[src/rtl/turbo_pkg.sv]
// Shared types and arithmetic helpers for the LTE-style turbo encoder.
// The RSC step and the modular add are used by the encoder datapath.
package turbo_pkg;

  // Wide enough for the sum of two indices below the largest frame length (2*6143).
  localparam int QW = 14;

  typedef enum logic [1:0] {
    PH_DATA   = 2'd0,
    PH_TERM_U = 2'd1,
    PH_TERM_L = 2'd2
  } phase_t;

  typedef enum logic [1:0] {
    ST_LOAD   = 2'd0,
    ST_ENCODE = 2'd1,
    ST_TERM_U = 2'd2,
    ST_TERM_L = 2'd3
  } state_t;

  // State is packed as {s1, s2, s3}; returns {next_state, z}.
  function automatic logic [3:0] rsc_step(input logic [2:0] s, input logic c);
    logic a;
    logic z;
    a = c ^ s[1] ^ s[0];
    z = a ^ s[2] ^ s[0];
    return {a, s[2], s[1], z};
  endfunction

  // Both operands are already reduced, so one conditional subtract suffices.
  function automatic logic [QW-1:0] qpp_add(input logic [QW-1:0] a,
                                            input logic [QW-1:0] b,
                                            input logic [QW-1:0] fl);
    logic [QW-1:0] sum;
    sum = a + b;
    return (sum >= fl) ? (sum - fl) : sum;
  endfunction

endpackage

[src/rtl/turbo_rsc_encoder.sv]
// One recursive systematic constituent encoder (8-state LTE trellis).
// In termination mode the input is forced to s2^s3 so the state drains to zero.
module turbo_rsc_encoder
  import turbo_pkg::*;
(
  input  logic clk,
  input  logic rst,
  input  logic c,
  input  logic advance,
  input  logic term,
  input  logic clear,
  output logic z,
  output logic x
);

  logic [2:0] state_q;
  logic       c_eff;
  logic [3:0] step;

  assign c_eff = term ? (state_q[1] ^ state_q[0]) : c;
  assign step  = rsc_step(state_q, c_eff);
  assign z     = step[0];
  assign x     = c_eff;

  always_ff @(posedge clk) begin
    if (rst || clear) begin
      state_q <= 3'b000;
    end else if (advance) begin
      state_q <= step[3:1];
    end
  end

endmodule

[src/rtl/turbo_encoder.sv]
// Serial turbo encoder: buffers one frame, then emits FL data beats followed
// by three upper and three lower trellis-termination beats.
//
// Handshake: a beat moves on a rising edge where valid & ready are both high;
// valid never depends on ready, and a stalled beat holds every output stable.
module turbo_encoder
  import turbo_pkg::*;
#(
  parameter int FL = 40,
  parameter int F1 = 3,
  parameter int F2 = 10
) (
  input  logic       clk,
  input  logic       rst,
  input  logic       in_valid,
  output logic       in_ready,
  input  logic       in_bit,
  output logic       out_valid,
  input  logic       out_ready,
  output logic       out_sys,
  output logic       out_par1,
  output logic       out_par2,
  output logic [1:0] out_phase,
  output logic       out_last,
  output logic [1:0] dbg_state
);

  localparam int AW = $clog2(FL + 1);
  localparam logic [AW-1:0] K_FRAME_LAST = AW'(FL - 1);
  localparam logic [AW-1:0] K_TAIL_LAST  = AW'(2);
  localparam logic [AW-1:0] G_INIT       = AW'((F1 + F2) % FL);
  localparam logic [AW-1:0] G_STEP       = AW'((2 * F2) % FL);
  localparam logic [QW-1:0] FL_Q         = QW'(FL);

  state_t         state_q, state_d;
  logic [AW-1:0]  k_q;
  logic [AW-1:0]  pi_q;
  logic [AW-1:0]  g_q;
  logic [FL-1:0]  frame_buf;

  logic load_fire, out_fire, enc_clear;
  logic adv_u, adv_l, term_u, term_l;
  logic z_u, x_u, z_l, x_l;

  assign load_fire = in_valid & in_ready;
  assign out_fire  = out_valid & out_ready;
  assign dbg_state = state_q;

  always_comb begin
    state_d   = state_q;
    in_ready  = 1'b0;
    out_valid = 1'b0;
    out_sys   = 1'b0;
    out_par1  = 1'b0;
    out_par2  = 1'b0;
    out_phase = PH_DATA;
    out_last  = 1'b0;
    adv_u     = 1'b0;
    adv_l     = 1'b0;
    term_u    = 1'b0;
    term_l    = 1'b0;
    enc_clear = 1'b0;
    case (state_q)
      ST_LOAD: begin
        in_ready = 1'b1;
        if (in_valid && k_q == K_FRAME_LAST) begin
          state_d   = ST_ENCODE;
          enc_clear = 1'b1;
        end
      end
      ST_ENCODE: begin
        out_valid = 1'b1;
        out_sys   = frame_buf[k_q];
        out_par1  = z_u;
        out_par2  = z_l;
        adv_u     = out_ready;
        adv_l     = out_ready;
        if (out_ready && k_q == K_FRAME_LAST) state_d = ST_TERM_U;
      end
      ST_TERM_U: begin
        out_valid = 1'b1;
        out_phase = PH_TERM_U;
        term_u    = 1'b1;
        out_sys   = x_u;
        out_par1  = z_u;
        adv_u     = out_ready;
        if (out_ready && k_q == K_TAIL_LAST) state_d = ST_TERM_L;
      end
      ST_TERM_L: begin
        out_valid = 1'b1;
        out_phase = PH_TERM_L;
        term_l    = 1'b1;
        out_sys   = x_l;
        out_par2  = z_l;
        out_last  = (k_q == K_TAIL_LAST);
        adv_l     = out_ready;
        if (out_ready && k_q == K_TAIL_LAST) state_d = ST_LOAD;
      end
      default: state_d = ST_LOAD;
    endcase
  end

  always_ff @(posedge clk) begin
    if (rst) begin
      state_q <= ST_LOAD;
      k_q     <= '0;
      pi_q    <= '0;
      g_q     <= '0;
    end else begin
      state_q <= state_d;
      case (state_q)
        ST_LOAD: begin
          if (load_fire) begin
            k_q <= (k_q == K_FRAME_LAST) ? '0 : k_q + AW'(1);
            if (k_q == K_FRAME_LAST) begin
              pi_q <= '0;
              g_q  <= G_INIT;
            end
          end
        end
        ST_ENCODE: begin
          if (out_fire) begin
            k_q  <= (k_q == K_FRAME_LAST) ? '0 : k_q + AW'(1);
            // Second-order difference of the QPP polynomial: no multipliers.
            pi_q <= AW'(qpp_add(QW'(pi_q), QW'(g_q), FL_Q));
            g_q  <= AW'(qpp_add(QW'(g_q), QW'(G_STEP), FL_Q));
          end
        end
        default: begin
          if (out_fire) k_q <= (k_q == K_TAIL_LAST) ? '0 : k_q + AW'(1);
        end
      endcase
    end
  end

  // Buffer contents are don't-care until a full frame has been written.
  always_ff @(posedge clk) begin
    if (load_fire) frame_buf[k_q] <= in_bit;
  end

  turbo_rsc_encoder u_upper (
    .clk     (clk),
    .rst     (rst),
    .c       (frame_buf[k_q]),
    .advance (adv_u),
    .term    (term_u),
    .clear   (enc_clear),
    .z       (z_u),
    .x       (x_u)
  );

  turbo_rsc_encoder u_lower (
    .clk     (clk),
    .rst     (rst),
    .c       (frame_buf[pi_q]),
    .advance (adv_l),
    .term    (term_l),
    .clear   (enc_clear),
    .z       (z_l),
    .x       (x_l)
  );

endmodule

[config.mk]
export PLATFORM = sky130hd
export DESIGN_NAME = turbo_encoder
export DESIGN_NICKNAME = d
export VERILOG_FILES = /design/src/rtl/turbo_pkg.sv /design/src/rtl/turbo_rsc_encoder.sv /design/src/rtl/turbo_encoder.sv
export SDC_FILE = /design/constraint.sdc
export NUM_CORES = 1
export LEC_CHECK = 0
export CAP_MARGIN = 15
export CORE_ASPECT_RATIO = 0.6
export CORE_MARGIN = 8
export CORE_UTILIZATION = 25
export DETAILED_ROUTE_END_ITERATION = 6
export PLACE_DENSITY = 0.48
export SLEW_MARGIN = 40
export SYNTH_ARGS = -nofsm -noshare
export SYNTH_HDL_FRONTEND = slang
export SYNTH_SLANG_ARGS = --single-unit
[constraint.sdc]
create_clock -name clk -period 3.9 [get_ports clk]
set_clock_uncertainty 0.1 [all_clocks]
set_input_delay 0.39 -clock clk [delete_from_list [all_inputs] [get_ports clk]]
set_output_delay 0.39 -clock clk [all_outputs]
set_load 0.1 [all_outputs]
==> flow_summary.ini <==
[logic_synthesis]
syn_nets = 408
ys_warn_count = 0
netlist_instances = 386
synth_commonest_cells = 71 x nor2_1, 40 x edfxtp_1, 26 x nand2_1
muxShareOfSynthArea_pct = 14.0
synthTopCellsByArea = edfxtp_1 30%, dfxtp_1 12%, mux4_2 7.9%
synth_top_family_by_area = simple AND/OR/NAND/NOR gates
synth_compound_area_share_pct = 11.5
synth_simple_gate_area_share_pct = 19.0
async_flop_share_pct = 0
synth.most_common_cell = nor2_1
synth_top_area_share_pct = 30.0
syn_area_um2 = 4010
synth_ff_type = edfxtp_1
avgSynthCellArea_um2 = 10.4
synth_top_area_cell = edfxtp_1
yosysSeqAreaShare_pct = 42.4
synth_seq_cells = 65
synth_edf_count = 40
synth-adder-area-share_pct = 5.30
ys_types = 59
synth_xor_area_share_pct = 3.84

[placement]
pre_cts_ws_ns = 0.638
io_buffers = 14
gp_congestion = 0.804
dpl_cell_area_um2 = 4300
dp_hpwl_mm = 8.02

[route]
wl_per_cell_um = 17.8
vias = 3144
drtAntennaViolNets = 0
drc_errors = 0
wirelength_mm = 10.8
first_iter_violations = 301
first_pass_iters = 5
drt-vias-per-instance = 5.17

[pwr]
sequentialPowerShare_pct = 45.1
power.share.combinational_pct = 5.1
power.internal_mw = 1.27
p_per_area_nw_per_um2 = 359
p_sw_mw = 0.380
p_clk_share_pct = 49.8
vdd_drop_max_mv = 0.173
leakage_nw = 1.59
swShare_pct = 23.0

[floorplan]
io_pins = 15
core_area_um2 = 15900
initial_core_util_pct = 25.1
placementRows = 36
die-area_um2 = 20500
die_w_um = 180
die_height_um = 114

[clock_network]
clk_pin_slew_ns = 0.06
cts-buffers-inserted = 9
cts_resized = 0
cts_buffer_depth = 2
clockRootBuffer = clkbuf_16
ctsHtreeMaxLevel = 3
clock-sinks = 65
cts_tree = done
postCtsHoldBufs = 0
postCtsSetupBuffers = 0
clk_latency_ns = 0.34

[global_route]
first_global_vias = 2891
antenna_found_initial = 0
grt_first_pass_wirelength_mm = 17.0
grt_max_degree = 36
track_usage_pct = 10.7
grt-ovfl-total = 0

[timing]
finalMaxSlewViolations = 0
max_slew.worst_pin.slew_ns = 0.738
clock.fmax_mhz = 277
slew_headroom_pct = 50.8
fin_crit_ns = 3.60
hold_violations = 0
holdWs_ns = 0.418
finalSetupViolations = 0
tns_ns = 0
period_share_pct = 92.4
rsz0062_at_grt = no
fin_ws_ns = 0.296

[worst_setup_path]
critPathKind = reg -> out
crit_arrival_ns = 3.11
cp_max_fo = 13
startpoint_type = register
endpoint_kind = primary output
crit_required_ns = 3.41

[cells_and_area]
diodes = 0
final_area_um2 = 4610
layout-drive-gt1-share_pct = 13.8
layout.nets = 416
areaGrowthSynthToFinish_pct = 14.9

[job]
maxCapViolCount = 0

[run_status]
status = completed

[hold_path]
min_path_type = reg -> reg
[worst max-delay path: stages (launching register included)]
cell and delay, ns:
dfxtp_1 0.73, mux4_2 0.61, a32oi_1 0.23, o41ai_1 0.12, nor4_2 0.36, xnor3_1 0.27, a22o_1 0.23, buf_4 0.23
[cell families after synthesis]
logic type	count (synthesis)
flops	65
xor+xnor	16
compound gates	67
mux	29
fa+ha+maj	17
buf+inv	35
simple gates	157
[power groups by stage]
stage	logic (mW)	registers (mW)	clock network (mW)
after detailed placement	0.0833	0.761	0
after floorplan	0.0678	0.749	0
after global placement	0.0817	0.761	0
after global routing	0.0913	0.747	0.870
after CTS	0.0837	0.746	0.840
final	0.0838	0.746	0.824
[cell type report]
cell class	instances	area [µm²]
clock inverters	7	77.6
repair buffers	19	138
fillers	1676	11300
inverters	13	48.8
multi-input cells	286	2160
flip-flops and latches	65	1700
well taps	209	262
clock buffers	9	225
[worst paths after layout]
check | endpoint | cells after the start | slack [ns] | startpoint
hold / removal | u_upper.state_q[1]$_SDFFE_PP0P_ | 2 | 0.42 | u_upper.state_q[1]$_SDFFE_PP0P_
hold reg to reg | u_upper.state_q[1]$_SDFFE_PP0P_ | 2 | 0.42 | u_upper.state_q[1]$_SDFFE_PP0P_
setup reg to reg | g_q[4]$_SDFFE_PP0P_ | 8 | 0.91 | k_q[0]$_SDFFE_PP0P_
setup / recovery | out_par2 | 7 | 0.30 | pi_q[1]$_SDFFE_PP0P_
[placed cells by master (no fill, tap or decap), drive strengths merged, types with 3 or more instances in the layout]
| master | n |
|---|---|
| nor2 | 71 |
| edfxtp | 40 |
| nand2 | 26 |
| dfxtp | 25 |
| mux4 | 20 |
| a21oi | 17 |
| ha | 17 |
| inv | 16 |
| buf | 15 |
| nor3 | 11 |
| nand3 | 10 |
| o21ai | 10 |
| xor2 | 10 |
| mux2i | 9 |
| clkbuf | 9 |
| a22oi | 7 |
| a211oi | 6 |
| nor4 | 6 |
| xnor2 | 5 |
| and3 | 4 |
| o211ai | 4 |
| nor3b | 4 |
| clkdlybuf4s50 | 4 |
| nor2b | 3 |
| a31oi | 3 |
| a21o | 3 |
| nor4b | 3 |
| a32oi | 3 |
| nand4 | 3 |
| clkinv | 3 |
[per-layer routing]
metal  GRT usage [%]  vias to the layer above  part of all wire [%]  wire (µm)
li1                -                     1468                     -          -
met1            16.9                     1543                    53       5680
met2            13.2                      123                    37       3970
met3            3.33                       10                   9.8       1060
met4            2.49                        0                  0.86         93
met5               0                        -                     0          0
[sequential cells by signal, summed over array words and instances, names as in the netlist]
signal,count
k_q,6
frame_buf,40
g_q,5
u_upper.state_q,3
dbg_state,2
u_lower.state_q,3
pi_q,6
[stage by stage]
| step | util, % | total power [mW] | instances |
|---|---|---|---|
| after global placement | 27.1 | 0.842 | 591 |
| after global routing | 28.9 | 1.71 | 608 |
| after CTS | 28.9 | 1.67 | 607 |
| after floorplan | - | 0.817 | 386 |
| final | 28.9 | 1.65 | 608 |
| after detailed placement | 27.0 | 0.844 | 591 |
No activity file was read; power rests on OpenSTA's default activity.
